$ cat src/rtl/time_set_ctrl.sv
// time_set_ctrl
//   Front-panel time-setting controller for an mm:ss clock. Debounces the
//   mode and increment buttons, runs a RUN / SET_MIN / SET_SEC edit
//   sequence on a BCD copy of the live time, hands the edited digits back
//   to the time core with a one-cycle load strobe, and blinks the field
//   being edited through a per-digit blank mask.
//
// Parameters
//   DEBOUNCE_CYCLES  consecutive stable cycles before a button level is accepted
//   BLINK_CYCLES     half-period of the edit-field blink, in clk cycles
//
// Ports
//   clk                       system clock
//   reset                     synchronous, active-high reset
//   btn_mode, btn_inc         raw asynchronous active-high buttons
//   cur_mX/mU/sX/sU   [3:0]   live BCD time from the core
//   set_mX/mU/sX/sU   [3:0]   edit registers (always driven)
//   load                      one-cycle strobe: core copies set_*
//   run_en                    core count enable, high only in RUN
//   blank_mask        [3:0]   per-digit blank {mX, mU, sX, sU}
//
// Build option
//   AUTO_REPEAT_EN   when defined, holding btn_inc in an edit state repeats
//                    the increment (first after 2*BLINK_CYCLES, then every
//                    BLINK_CYCLES). Undefined: one increment per press.
//
// FSM states
//   state   | meaning
//   RUN     | core counting; mode press captures cur_* and starts editing
//   SET_MIN | editing minutes; inc bumps minutes, mode goes to SET_SEC
//   SET_SEC | editing seconds; inc bumps seconds, mode loads and returns

module time_set_ctrl #(
    parameter int DEBOUNCE_CYCLES = 1000000,
    parameter int BLINK_CYCLES    = 25000000
) (
    input  logic       clk,
    input  logic       reset,
    input  logic       btn_mode,
    input  logic       btn_inc,
    input  logic [3:0] cur_mX,
    input  logic [3:0] cur_mU,
    input  logic [3:0] cur_sX,
    input  logic [3:0] cur_sU,
    output logic [3:0] set_mX,
    output logic [3:0] set_mU,
    output logic [3:0] set_sX,
    output logic [3:0] set_sU,
    output logic       load,
    output logic       run_en,
    output logic [3:0] blank_mask
);

    localparam int DW = $clog2(DEBOUNCE_CYCLES + 1);
    localparam int BW = $clog2(BLINK_CYCLES + 1);

    typedef enum logic [1:0] {RUN, SET_MIN, SET_SEC} state_t;

    state_t      state, state_nx;
    logic [15:0] edit, edit_nx;
    logic        load_q, load_nx;
    logic        phase_clr;

    // ---------------- button synchronizers and debouncers ----------------
    // bit 0 = mode, bit 1 = inc
    logic [1:0]    sync1, sync2, db, db_q;
    logic [DW-1:0] db_cnt [2];
    logic          press_mode, press_inc, inc_pulse;

    always_ff @(posedge clk) begin
        if (reset) begin
            sync1  <= '0;
            sync2  <= '0;
            db     <= '0;
            db_q   <= '0;
            db_cnt <= '{default: '0};
        end else begin
            sync1 <= {btn_inc, btn_mode};
            sync2 <= sync1;
            db_q  <= db;
            for (int i = 0; i < 2; i++) begin
                if (sync2[i] == db[i]) begin
                    db_cnt[i] <= '0;
                end else if (db_cnt[i] == DW'(DEBOUNCE_CYCLES - 1)) begin
                    db[i]     <= sync2[i];
                    db_cnt[i] <= '0;
                end else begin
                    db_cnt[i] <= db_cnt[i] + 1'b1;
                end
            end
        end
    end

    assign press_mode = db[0] & ~db_q[0];
    assign press_inc  = db[1] & ~db_q[1];

`ifdef AUTO_REPEAT_EN
    localparam int RW = $clog2(2 * BLINK_CYCLES + 1);
    logic [RW-1:0] rpt_cnt;
    logic          rpt_first, rpt_fire, editing;

    assign editing  = (state != RUN);
    assign rpt_fire = db[1] && editing && !press_inc &&
                      (rpt_first ? (rpt_cnt == RW'(2 * BLINK_CYCLES - 1))
                                 : (rpt_cnt == RW'(BLINK_CYCLES - 1)));

    always_ff @(posedge clk) begin
        if (reset) begin
            rpt_cnt   <= '0;
            rpt_first <= 1'b0;
        end else if (press_inc) begin
            rpt_cnt   <= '0;
            rpt_first <= 1'b1;
        end else if (db[1] && editing) begin
            if (rpt_fire) begin
                rpt_cnt   <= '0;
                rpt_first <= 1'b0;
            end else begin
                rpt_cnt <= rpt_cnt + 1'b1;
            end
        end else begin
            rpt_cnt <= '0;
        end
    end

    assign inc_pulse = press_inc | rpt_fire;
`else
    assign inc_pulse = press_inc;
`endif

    // ---------------- BCD helpers ----------------
    // Two-digit 00..59 increment; 59 wraps to 00 with no carry out.
    function automatic logic [7:0] bcd_inc(input logic [7:0] v);
        if (v[3:0] == 4'd9)
            return {((v[7:4] == 4'd5) ? 4'd0 : v[7:4] + 4'd1), 4'd0};
        else
            return {v[7:4], v[3:0] + 4'd1};
    endfunction

    function automatic logic [3:0] san_x(input logic [3:0] d);
        return (d > 4'd5) ? 4'd0 : d;
    endfunction

    function automatic logic [3:0] san_u(input logic [3:0] d);
        return (d > 4'd9) ? 4'd0 : d;
    endfunction

    // ---------------- FSM ----------------
    always_ff @(posedge clk) begin
        if (reset) begin
            state  <= RUN;
            edit   <= '0;
            load_q <= 1'b0;
        end else begin
            state  <= state_nx;
            edit   <= edit_nx;
            load_q <= load_nx;
        end
    end

    // Mode is tested first in every state, so a coincident inc is dropped.
    always_comb begin
        state_nx  = state;
        edit_nx   = edit;
        load_nx   = 1'b0;
        phase_clr = 1'b0;
        case (state)
            RUN: begin
                if (press_mode) begin
                    edit_nx   = {san_x(cur_mX), san_u(cur_mU),
                                 san_x(cur_sX), san_u(cur_sU)};
                    state_nx  = SET_MIN;
                    phase_clr = 1'b1;
                end
            end
            SET_MIN: begin
                if (press_mode) begin
                    state_nx  = SET_SEC;
                    phase_clr = 1'b1;
                end else if (inc_pulse) begin
                    edit_nx[15:8] = bcd_inc(edit[15:8]);
                    phase_clr     = 1'b1;
                end
            end
            SET_SEC: begin
                if (press_mode) begin
                    state_nx = RUN;
                    load_nx  = 1'b1;
                end else if (inc_pulse) begin
                    edit_nx[7:0] = bcd_inc(edit[7:0]);
                    phase_clr    = 1'b1;
                end
            end
            default: state_nx = RUN;
        endcase
    end

    // ---------------- blink phase ----------------
    logic [BW-1:0] blink_cnt;
    logic          phase;

    always_ff @(posedge clk) begin
        if (reset || phase_clr) begin
            blink_cnt <= '0;
            phase     <= 1'b0;
        end else if (blink_cnt == BW'(BLINK_CYCLES - 1)) begin
            blink_cnt <= '0;
            phase     <= ~phase;
        end else begin
            blink_cnt <= blink_cnt + 1'b1;
        end
    end

    always_comb begin
        blank_mask = 4'b0000;
        case (state)
            SET_MIN: blank_mask = {phase, phase, 2'b00};
            SET_SEC: blank_mask = {2'b00, phase, phase};
            default: blank_mask = 4'b0000;
        endcase
    end

    assign {set_mX, set_mU, set_sX, set_sU} = edit;
    assign load   = load_q;
    assign run_en = (state == RUN);

endmodule

$ cat config.mk
export PLATFORM = sky130hd
export DESIGN_NAME = time_set_ctrl
export DESIGN_NICKNAME = d
export VERILOG_FILES = /design/src/rtl/time_set_ctrl.sv
export SDC_FILE = /design/constraint.sdc
export NUM_CORES = 1
export LEC_CHECK = 0
export CAP_MARGIN = 0
export CORE_ASPECT_RATIO = 1.1
export CORE_MARGIN = 8
export CORE_UTILIZATION = 50
export CTS_CLUSTER_SIZE = 40
export DETAILED_ROUTE_END_ITERATION = 10
export PLACE_DENSITY_LB_ADDON = 0.3
export SLEW_MARGIN = 20
export SYNTH_ARGS = -nofsm -noshare
export SYNTH_HDL_FRONTEND = slang
export SYNTH_SLANG_ARGS = --single-unit
$ cat constraint.sdc
create_clock -name clk -period 2.1 [get_ports clk]
set_input_delay 0.42 -clock clk [delete_from_list [all_inputs] [get_ports clk]]
set_output_delay 0.42 -clock clk [all_outputs]
set_load 0.02 [all_outputs]
* Word level (Yosys, flattened, before mapping) *
Cells that the tools add are included.

word-level totals
  flip-flop bits (word level) = 93
  bits of input ports = 20
  output and inout port bits = 22

cells by class
  bitwise logic cells = 8
  equal/unequal tests = 20
  order comparisons = 4
  multiplexer cells = 25
  reductions and logical operators = 15
  $add $sub $neg = 7

operators by type and width
  cell                                                                              count
  8-bit 2-to-1 mux                                                                  6
  20-bit by 1-bit adder with 20-bit output (second input constant)                  2
  20-bit == test (second input constant)                                            2
  8-bit one-hot mux with 2 select lines                                             2
  25-bit by 1-bit adder with 25-bit output (second input constant)                  1
  25-bit == test (second input constant)                                            1
  4-bit 2-to-1 mux                                                                  6
  4-bit by 1-bit adder with 4-bit output (second input constant)                    4
  16-bit 2-to-1 mux                                                                 1
  2-bit != test (second input constant)                                             8
  5-bit AND reduction                                                               2
  4-bit by 3-bit == test with 1-bit output (second input constant)                  2
  4-bit == test (second input constant)                                             2
  4-bit by 3-bit greater-than comparator with 1-bit output (second input constant)  2
  4-bit greater-than comparator (second input constant)                             2
  4-bit one-hot mux with 2 select lines                                             1
  4-bit AND reduction                                                               2
  2-bit 2-to-1 mux                                                                  3
  1-bit NOT                                                                         6
  2-bit one-hot mux with 3 select lines                                             1
  3-bit OR reduction                                                                2
  1-bit 2-to-1 mux                                                                  4
  2-bit AND reduction                                                               2
  2-bit nonzero test                                                                2
  10 further kinds                                                                  13

* Longest topological paths before layout *
  depth after elaboration = 7
  gate-level depth with buffers = 8
  mapped depth without buffers = 6

* Worst setup path after synthesis *
No wires, ideal clock.

  kind = reg-to-output
  from = reg state[1]
  to = out blank_mask[3]
  arrival = 1.669 ns
  cell stages (with the launch flop) = 7
  required time = 1.680 ns
  slack = 0.011 ns
  path through = dfxtp_1 inv_1 ha_1 clkbuf_1 clkbuf_1 and3_1 buf_4

on the way
  cells in the longest elaborated chain, start to end = 2
  elaborated cells on any way between the ends = 3

ends and longest elaborated chain
  element                                                                           RTL line  source
  start: declaration                                                                59        state_t state, state_nx;
  start signal: assignment                                                          155       state <= state_nx;
  2-bit == test / 2-bit by 1-bit == test with 1-bit output (equally long branches)  --
  4-bit one-hot mux with 2 select lines *                                           216       case (state)
  end: declaration                                                                  51        output logic [3:0] blank_mask

Every way passes the cells marked *; elsewhere a longest branch is shown, timed or not.

* Worst setup path after layout *
  from = reg db_cnt[35] in the netlist's numbering
  to = reg db_cnt[30] in the netlist's numbering

on the way
  cells in the longest elaborated chain, start to end = 2

ends and longest elaborated chain
  element                           RTL line  source
  start: declaration                67        logic [DW-1:0] db_cnt [2];
  start signal: indexed assignment  88        db_cnt[i] <= db_cnt[i] + 1'b1;
  20-bit == test                    84        end else if (db_cnt[i] == DW'(DEBOUNCE_CYCLES - 1)) begin
  3-bit OR reduction (no line)      --

No other way between the ends.
A chain may end at the register's enable or synchronous reset.

==> out/metrics.cfg <==
[yosys]
synth_area_leaders=dfxtp_1 (39%), xor2_1 (3.7%), nor2_1 (3.4%)
async_reset_ff_share_pct=0
yosysSeqAreaShare_pct=39.4
synthesis.nets=580
synth_area_leader_cell=dfxtp_1
synthCells=548
yosysWarnings=0
synth_edf_count=0
synth.distinct_cells=59
synthFlopType=dfxtp_1
yosysTopAreaCellShare_pct=39.4
synth_common_cells=dfxtp_1 (93), nor2_1 (43), a21oi_1 (30), nand2_1 (30), nor3_1 (27)
ys_ff_latch=93
synth_most_common_cell=dfxtp_1
syn_area_mm2=0.00473
post_synth.cell_area_avg_um2=8.63

[place]
io_buffers=41
place_congestion=0.832
pre_cts_slack_ns=0.0332
post-dp-hpwl_um=7630

[cells_and_area]
layout.nets=629
multiInputGateArea_mm2=0.00270
area_growth_pct=19.2
nFillCells=804
final-seq-area_mm2=0.00186
antenna_cells=0
drive_gt1_share_pct=11.0

[die]
die_h_um=118
dieArea_mm2=0.0128
pin_count=42
initial_core_util_pct=51.1
rows=37
core_area_mm2=0.00926
die_w_um=109

[global_route]
first_global_vias=3957
overflow=0
grt_pass1_wl_um=17700
antenna_found_initial=0
track_usage_pct=16.5
grt_max_degree=27

[timing]
period_share_pct=96.3
tightest_slew_ns=0.504
setup_tns_ns=0
final.setup_skew_ns=0.0164
worst_slack_ns=0.0786
hold_viol_final=0
max_freq_mhz=495
slew_headroom_pct=66.3
setup_violations=0
rsz0062_at_grt=yes
hold_slack_ns=0.450
layout_min_cycle_time_ns=2.02
slew_violations=0

[power]
seqPwrFrac_pct=51.8
power_density_mw_per_mm2=611
power_frac_clock_pct=42.6
p_switching_uw=769
combPwrFrac_pct=5.6
power_uw=3440
p_int_uw=2670
power_switching_share_pct=22.3
ir_drop_mv=0.381
leakage_uw=0.00177

[clock_tree]
htreeDepth=3
clk_pin_slew_worst_paths_ns=0.10
cts.sinks=93
cts-hold-fix-buffers=0
root_buffer=clkbuf_8
insertion_delay_ns=0.36
cts_tree=yes
numCtsBuffers=9
cts_max_path_buffers=2

[drt]
wl_um=10500
dr.pass1.iters=5
via_count=4232
vias_per_cell=5.89
wl_per_cell_um=14.6
drc=0
ant_nets=0
drtIter0Drc=187

[run_status]
status=finished, final reports clean

[critical_path]
endpoint_kind=register
crit_type=reg -> reg
crit_arrival_ns=2.27
start_kind=register
cp.required_ns=2.35
crit_fanout=11

[worst_hold_path]
hp-class=reg -> reg

[run]
maxCapViolCount=0

metal layers:
| layer | wire length [µm] | share of wire, % | vias to the layer above | GRT usage, % |
|---|---|---|---|---|
| met5 | 0 | 0 | - | 0 |
| met4 | 138 | 1.3 | 0 | 6.43 |
| met3 | 419 | 4.0 | 13 | 3.12 |
| met2 | 5240 | 50 | 81 | 27.4 |
| met1 | 4740 | 45 | 2005 | 20.2 |
| li1 | - | - | 2133 | - |
cell usage in the layout (no fill, tap or decap), drive strengths merged, types with 9 or more instances in the layout:
cell | Yosys | final
o31ai | 15 | 15
nand2 | 30 | 30
xnor2 | 18 | 18
buf | 9 | 24
dfxtp | 93 | 93
nand3 | 26 | 26
clkdlybuf4s50 | 0 | 36
o21ai | 21 | 21
or4 | 19 | 19
inv | 20 | 22
nor3 | 27 | 27
clkbuf | 18 | 12
xor2 | 20 | 20
or3 | 12 | 12
ha | 12 | 12
and3 | 9 | 9
a21oi | 30 | 30
nand4 | 21 | 21
nor2b | 9 | 9
a211oi | 14 | 14
nor2 | 43 | 43
sequential cells by signal (all words and copies together) (netlist names):
| signal | flops |
|---|---|
| blink_cnt | 25 |
| sync2 | 2 |
| db_q | 2 |
| db | 2 |
| state | 2 |
| phase | 1 |
| edit | 16 |
| sync1 | 2 |
| load | 1 |
| db_cnt | 40 |
power groups by stage:
stage               logic, µW  registers (µW)  clock network [µW]
floorplan                 101            1820                   0
detailed placement        190            1820                   0
global route              214            1790                1560
CTS                       190            1780                1490
global placement          186            1820                   0
finish                    194            1780                1470
cells by family (layout without fill, tap and decap cells):
group | count (synthesis) | after routing | synth area share [%]
mux | 2 | 2 | 0.450
xor+xnor | 38 | 38 | 7.04
compound gates | 113 | 113 | 16.3
buf+inv | 48 | 102 | 4.34
flops | 93 | 93 | 39.4
simple gates | 242 | 242 | 29.3
fa+ha+maj | 12 | 12 | 3.18
worst max-delay path: stages, from the launching register on:
cell and delay (ns):
dfxtp_2 0.34, or4_1 0.51, or4_4 0.53, o211ai_1 0.25
buf_4 0.22, nor2_1 0.06
repair_timing:
item	CTS	global route
pin swaps	0	1
hold endpoints to repair	0	0
setup endpoints to repair	5	26
buffers inserted	0	2
gates resized for setup	5	12
worst paths after layout:
path | cells after the start | slack, ns | endpoint | from
worst min-delay path | 1 | 0.45 | db_cnt[0]$_SDFF_PP0_ | db_cnt[0]$_SDFF_PP0_
worst min register to register | 1 | 0.45 | db_cnt[0]$_SDFF_PP0_ | db_cnt[0]$_SDFF_PP0_
worst max register to register | 5 | 0.08 | db_cnt[30]$_SDFF_PP0_ | db_cnt[35]$_SDFF_PP0_
worst max-delay path | 5 | 0.08 | db_cnt[30]$_SDFF_PP0_ | db_cnt[35]$_SDFF_PP0_
final cells by class:
type	count	area share, %
clock inverters	6	2.09
repair buffers	65	10.7
flip-flops and latches	93	33.1
well taps	117	2.60
inverters	21	1.40
multi-input cells	407	47.8
clock buffers	10	2.26
stage by stage:
stage | util (%) | cells | instance area (µm²)
final | 60.9 | 719 | 5640
after floorplan | - | 548 | 4730
after detailed placement | 57.9 | 701 | 5360
after CTS | 60.5 | 717 | 5600
after global routing | 60.9 | 719 | 5640
after global placement | 57.9 | 701 | 5360
(Power assumes the default switching activity.)
==> patch 1: new RTL, same settings <==
The output `load` loses its register stage (`load_q` becomes a continuous assignment).
--- a/src/rtl/time_set_ctrl.sv
+++ b/src/rtl/time_set_ctrl.sv
@@ -150,13 +150,13 @@
         if (reset) begin
             state  <= RUN;
             edit   <= '0;
-            load_q <= 1'b0;
         end else begin
             state  <= state_nx;
             edit   <= edit_nx;
-            load_q <= load_nx;
-        end
-    end
+        end
+    end
+
+    assign load_q = load_nx;
 
     // Mode is tested first in every state, so a coincident inc is dropped.
     always_comb begin
Behaviour: no difference found for any inputs over 10 cycles, from zero or initial values and one cycle with reset high; that may be too few to reach the edited logic, so the function may still have changed.
==> patch 1 against the original RTL <==
Critical path type is now register to primary output. Wire length decreased by 0.72%. Hold slack improved by 0.0016 ns. Sequential cell count shrank 1. Total power down 13%. Die area decreased by 0.25%. Combinational power shrank 44%. Critical endpoint is now blank_mask[1]. Worst setup slack gained 0.0021 ns. Design area shrank 3.6%. Area after synthesis is 0.29% lower.
==> patch 1: results (changes against the original RTL) <==
Critical path
  • Worst path arrival time: 1.60 ns (was 2.27 ns)
  • Worst r2r src: blink_cnt[0]$_SDFF_PP0_ (was db_cnt[35]$_SDFF_PP0_)
  • CP Max Fanout: 3 (was 11)
  • Crit path from: state[0]$_SDFFE_PP0P_ (was db_cnt[35]$_SDFF_PP0_)
  • R2R cell count: 5 (unchanged)

Power and ir drop
  • Static Leak: 1.73 nW (was 1.77 nW)
  • VDD IR-drop max: 308 uV (was 381 uV)

Cells and area
  • Invs w/o clock: 20 (was 21)
  • #MultiIn Comb: 396 (was 407)
  • Buffers excl. clock: 58 (was 65)
  • Seq area share: 33.9% (was 33.1%)
  • Layout area overhead: 15.2% (was 19.2%)
  • Layout cells sized above 1: 10.3% (was 11.0%)
  • Clock buf count: 10 (unchanged)
  • Nets@finish: 608 (was 629)
  • Clk cell area share: 3.41% (was 4.35%)
  • # fillers: 821 (was 804)
  • Buffering overhead: 9.81% (was 10.7%)
  • Share of cell area taken by multi-input logic gates: 48.8% (was 47.8%)
  • Antenna diode instance count: 0 (unchanged)

STA
  • Post-route clock skew: 0.00961 ns (was 0.0164 ns)
  • Actual slew at the worst max-slew pin: 0.762 ns (was 0.504 ns)
  • Final Setup Violations: 0 (unchanged)

Global route
  • Largest net degree at the start of global routing: 27 (unchanged)
  • Vias in the first global route: 4058 (was 3957)
  • First-pass GRT wire length: 18100 um (was 17700 um)
  • Total GRT Usage: 16.8% (was 16.5%)

Place
  • Place WS: -0.00425 ns (was 0.0332 ns)
  • Placed Cells: 683 (was 701)
  • Routability congestion estimate: 0.782 (was 0.832)
  • DP Area: 0.00523 mm^2 (was 0.00536 mm^2)
  • PortBufs: 41 (unchanged)
  • Final HPWL DP: 7580 um (was 7630 um)

CTS
  • Clk_lat worst skew: 0.36 ns (about the same)
  • CTS buffer count: 9 (unchanged)
  • Post-CTS Setup Inserts: 0 (unchanged)
  • CTS resizes: 7 (was 5)

Hold path
  • Worst hold path depth: 1 (unchanged)
  • Worst hold start: db_cnt[0]$_SDFF_PP0_ (unchanged)

Logic synthesis
  • Cell variety after synth: 65 (was 59)
  • Yosys Warn Count: 0 (unchanged)
  • Avg Cell Area, Syn: 8.80 um^2 (was 8.63 um^2)
  • Seq/Total Area, Yosys: 39.1% (was 39.4%)
  • Syn_nets: 567 (was 580)
  • Flops & latches, synth: 92 (was 93)
  • Top post-synthesis cells by count: 92 x dfxtp_1, 35 x nor2_1, 30 x xor2_1, 29 x a21oi_1, 29 x nand3_1 (was 93 x dfxtp_1, 43 x nor2_1, 30 x a21oi_1, 30 x nand2_1, 27 x nor3_1)
  • Top cells by area, synth: dfxtp_1 39%, xor2_1 5.6%, a21oi_1 3.1% (was dfxtp_1 39%, xor2_1 3.7%, nor2_1 3.4%)

Die
  • Tap Count: 117 (unchanged)

Routing
  • Vias per cell: 5.93 (was 5.89)
  • Initial DRT Pass Iterations: 4 (was 5)
  • DR iter-0 viols: 169 (was 187)
  • Total wire length: 10500 um (about the same)
  • Drt wl/cell: 15.0 um (was 14.6 um)

Run status
  • Outcome: finished, final reports clean (unchanged)
patch 1: cell types whose count changed in the layout (fill, tap and decap cells not counted), sizes merged, moves of 4 or more:
cell / change
xnor2: -12
xor2: +10
nor2: -8
nor3: -8
buf: -7
o21ai: +7
or4: -6
nor4b: +5
and2: +4
patch 1: path summary, 6_finish.rpt:
| path | end | slack [ns] |
|---|---|---|
| setup / recovery | blank_mask[1] | 0.08 |
| hold / removal | db_cnt[0]$_SDFF_PP0_ | 0.45 |
| setup reg to reg | blink_cnt[22]$_SDFF_PP0_ | 0.16 |
| hold reg to reg | db_cnt[0]$_SDFF_PP0_ | 0.45 |
patch 1: worst max-delay path, stage by stage, from the launching register on:
cell and delay, ns:
dfxtp_1 0.37, inv_1 0.09, ha_1 0.27, and3_1 0.19, clkdlybuf4s15_1 0.32
patch 1: kinds of logic after synthesis:
family	after synthesis	share of synthesized area, %
adder cells (fa/ha/maj)	11	2.92
multiplexers	1	0.239
XOR/XNOR	36	6.69
buffers and inverters	48	5.10
AND/OR/NAND/NOR	228	28.8
AO/OA/AOI/OAI	120	17.2
flip-flops	92	39.1
patch 1: layer usage:
layer / vias up / routed length [um] / GRT usage [%]
met5: - / 0 / 0
met4: 0 / 110 / 5.83
met3: 9 / 337 / 3.34
met2: 54 / 5310 / 29.5
met1: 2007 / 4700 / 19.6
li1: 2077 / - / -
patch 1: power breakdown:
group | switching [mW] | total [mW] | internal (mW) | leakage [nW]
clock | 0.654 | 1.12 | 0.469 | 0.0811
sequential | 0.00823 | 1.76 | 1.75 | 0.742
combinational | 0.0518 | 0.108 | 0.0562 | 0.909
total | 0.714 | 2.99 | 2.28 | 1.73
==> patch 2: new RTL, same flow settings <==
Without the edit above. The option `AUTO_REPEAT_EN` is turned on by a define.
--- a/src/rtl/time_set_ctrl.sv
+++ b/src/rtl/time_set_ctrl.sv
@@ -29,6 +29,8 @@
 //   RUN     | core counting; mode press captures cur_* and starts editing
 //   SET_MIN | editing minutes; inc bumps minutes, mode goes to SET_SEC
 //   SET_SEC | editing seconds; inc bumps seconds, mode loads and returns
+
+`define AUTO_REPEAT_EN
 
 module time_set_ctrl #(
     parameter int DEBOUNCE_CYCLES = 1000000,
Function: no difference found for any inputs over 10 cycles, from zero or initial values and one cycle with reset high; that may be too few to reach the edited logic, so the function may still have changed.
==> patch 2 against the original RTL <==
The flow now finishes with violations (negative setup slack). Area after synthesis increased by 27%. Design area rose by 38%. Synthesized cell count up 26%. Combinational power is 13% higher. Total power grew 59%. Via count is 26% higher. First-iteration DRC count grew 79%. Clock power increased by 97%. Non-clock buffer count up 37. Sequential cell count grew 27. Wire length up 38%. Worst setup slack got worse by 0.11 ns. Global-route usage grew 2.2 points.
==> patch 2: results (changes against the original RTL) <==
Run status
  • Outcome: finished with violations (was finished, final reports clean)
  • Failing checks: negative setup slack

CTS
  • Deepest clock path buffer count: 2 (unchanged)
  • H-tree lvl count: 4 (was 3)
  • Clock transition at the registers of the reported paths: 0.05 ns (was 0.10 ns)
  • Clk_lat worst skew: 0.42 ns (was 0.36 ns)
  • CTS buffer count: 17 (was 9)
  • CTS root buf: clkbuf_16 (was clkbuf_8)

Cells and area
  • Nets@finish: 824 (was 629)
  • # fillers: 941 (was 804)
  • Antenna diode instance count: 0 (unchanged)
  • Biggest regs: db_cnt: 40 flops, rpt_cnt: 26 flops, blink_cnt: 25 flops (was db_cnt: 40 flops, blink_cnt: 25 flops, edit: 16 flops)
  • Layout cells sized above 1: 17.5% (was 11.0%)

Place
  • Routability congestion estimate: 0.879 (was 0.832)
  • Final HPWL DP: 10100 um (was 7630 um)
  • PortBufs: 41 (unchanged)

Power and ir drop
  • VDD IR-drop max: 587 uV (was 381 uV)
  • Static Leak: 2.65 nW (was 1.77 nW)
  • P_sw: 1.14 mW (was 0.769 mW)

STA
  • Final Setup Violations: 20 (was 0)
  • Worst Setup Slack, final: -0.0351 ns (was 0.0786 ns)
  • Setup_tns: -0.484 ns (was 0 ns)
  • Post-route clock skew: 0.0100 ns (was 0.0164 ns)
  • Slew HR: 66.4% (was 66.3%)

Logic synthesis
  • Syn_nets: 725 (was 580)
  • Yosys Warn Count: 0 (unchanged)
  • Top cells by area, synth: dfxtp_1 40%, xnor2_1 8.2%, nor2_1 6.5% (was dfxtp_1 39%, xor2_1 3.7%, nor2_1 3.4%)
  • Cell variety after synth: 58 (was 59)
  • Top post-synthesis cells by count: 120 x dfxtp_1, 104 x nor2_1, 56 x xnor2_1, 45 x nand2_1, 35 x nor3_1 (was 93 x dfxtp_1, 43 x nor2_1, 30 x a21oi_1, 30 x nand2_1, 27 x nor3_1)
  • Asr flop ratio synth: 0% (unchanged)
  • Seq/Total Area, Yosys: 40.1% (was 39.4%)
  • Post-Syn Instances: 693 (was 548)
  • Ys flop type: dfxtp_1 (unchanged)

Routing
  • Vias per cell: 5.55 (was 5.89)
  • Initial DRT Pass Iterations: 5 (unchanged)
  • Drt wl/cell: 15.2 um (was 14.6 um)
  • DR iter-0 viols: 335 (was 187)

Global route
  • Initial antenna violation count: 0 (unchanged)
  • Total GRT Usage: 18.7% (was 16.5%)
  • First-pass GRT wire length: 23900 um (was 17700 um)
  • Largest net degree at the start of global routing: 27 (unchanged)
  • Vias in the first global route: 5290 (was 3957)

Critical path
  • Worst path arrival time: 2.44 ns (was 2.27 ns)
  • CP Max Fanout: 13 (was 11)

Hold path
  • Worst hold path class: register to register (unchanged)
patch 2: power groups by stage:
stage          logic (mW)  registers [mW]  clock network [mW]
3_5_place_dp        0.180            2.41                   0
3_3_place_gp        0.172            2.40                   0
4_1_cts             0.181            2.36                2.91
2_1_floorplan       0.102            2.40                   0
5_1_grt             0.233            2.36                3.03
6_report            0.219            2.36                2.89
patch 2: worst paths after layout:
| check | start | endpoint | slack [ns] | depth (start not counted) |
|---|---|---|---|---|
| hold reg to reg | db_cnt[20]$_SDFF_PP0_ | db_cnt[20]$_SDFF_PP0_ | 0.44 | 1 |
| setup reg to reg | rpt_cnt[17]$_SDFF_PP0_ | blink_cnt[0]$_SDFF_PP0_ | -0.04 | 8 |
| hold / removal | db_cnt[20]$_SDFF_PP0_ | db_cnt[20]$_SDFF_PP0_ | 0.44 | 1 |
| setup / recovery | rpt_cnt[17]$_SDFF_PP0_ | blink_cnt[0]$_SDFF_PP0_ | -0.04 | 8 |
patch 2: critical path: stages (launching register included):
cell and delay (ns):
dfxtp_2 0.31, or4b_4 0.54, nor4_4 0.13, buf_4 0.18, o2111ai_4 0.16, buf_6 0.18
a2bb2oi_4 0.24, clkbuf_16 0.22, nor3_1 0.05
patch 2: kinds of logic after synthesis:
family | Yosys count | synth area share [%]
compound gates | 68 | 8.59
xor+xnor | 86 | 12.6
fa+ha+maj | 12 | 2.51
buf+inv | 45 | 3.03
flops | 120 | 40.1
mux | 11 | 1.94
simple gates | 351 | 31.2
patch 2: what timing repair did:
item / 4_1_cts / 5_1_grt
pin swaps: 2 / 10
resized for setup: 14 / 35
gates cloned: 0 / 2
buffers inserted: 1 / 5
endpoints found under the setup margin: 20 / 45
patch 2: metrics by stage:
stage / setup WS, ns / cell area, um^2 / std cells / hold slack, ns
2_1_floorplan: -0.0574 / 5990 / 693 / 0.413
3_3_place_gp: -0.0221 / 6930 / 919 / 0.423
3_5_place_dp: -0.0699 / 6930 / 919 / 0.437
4_1_cts: -0.0496 / 7550 / 952 / 0.445
5_1_grt: -0.0992 / 7760 / 959 / 0.457
6_report: -0.0351 / 7760 / 959 / 0.440
patch 2: layer usage:
| metal | wire [um] | share of wire (%) | global-route usage [%] |
|---|---|---|---|
| met3 | 563 | 3.9 | 4.81 |
| met5 | 0 | 0 | 0 |
| met2 | 7240 | 50 | 32.2 |
| met4 | 383 | 2.6 | 10.1 |
| met1 | 6360 | 44 | 20.8 |
patch 2: final cells by class:
class,count,area [um^2],area share [%]
multi-input combinational,528,3550,45.8
sequential,120,2400,31.0
timing repair buffer,102,930,12.0
clock buffer,24,502,6.46
tap,154,193,2.48
clock inverter,8,92.6,1.19
inverter,23,86.3,1.11
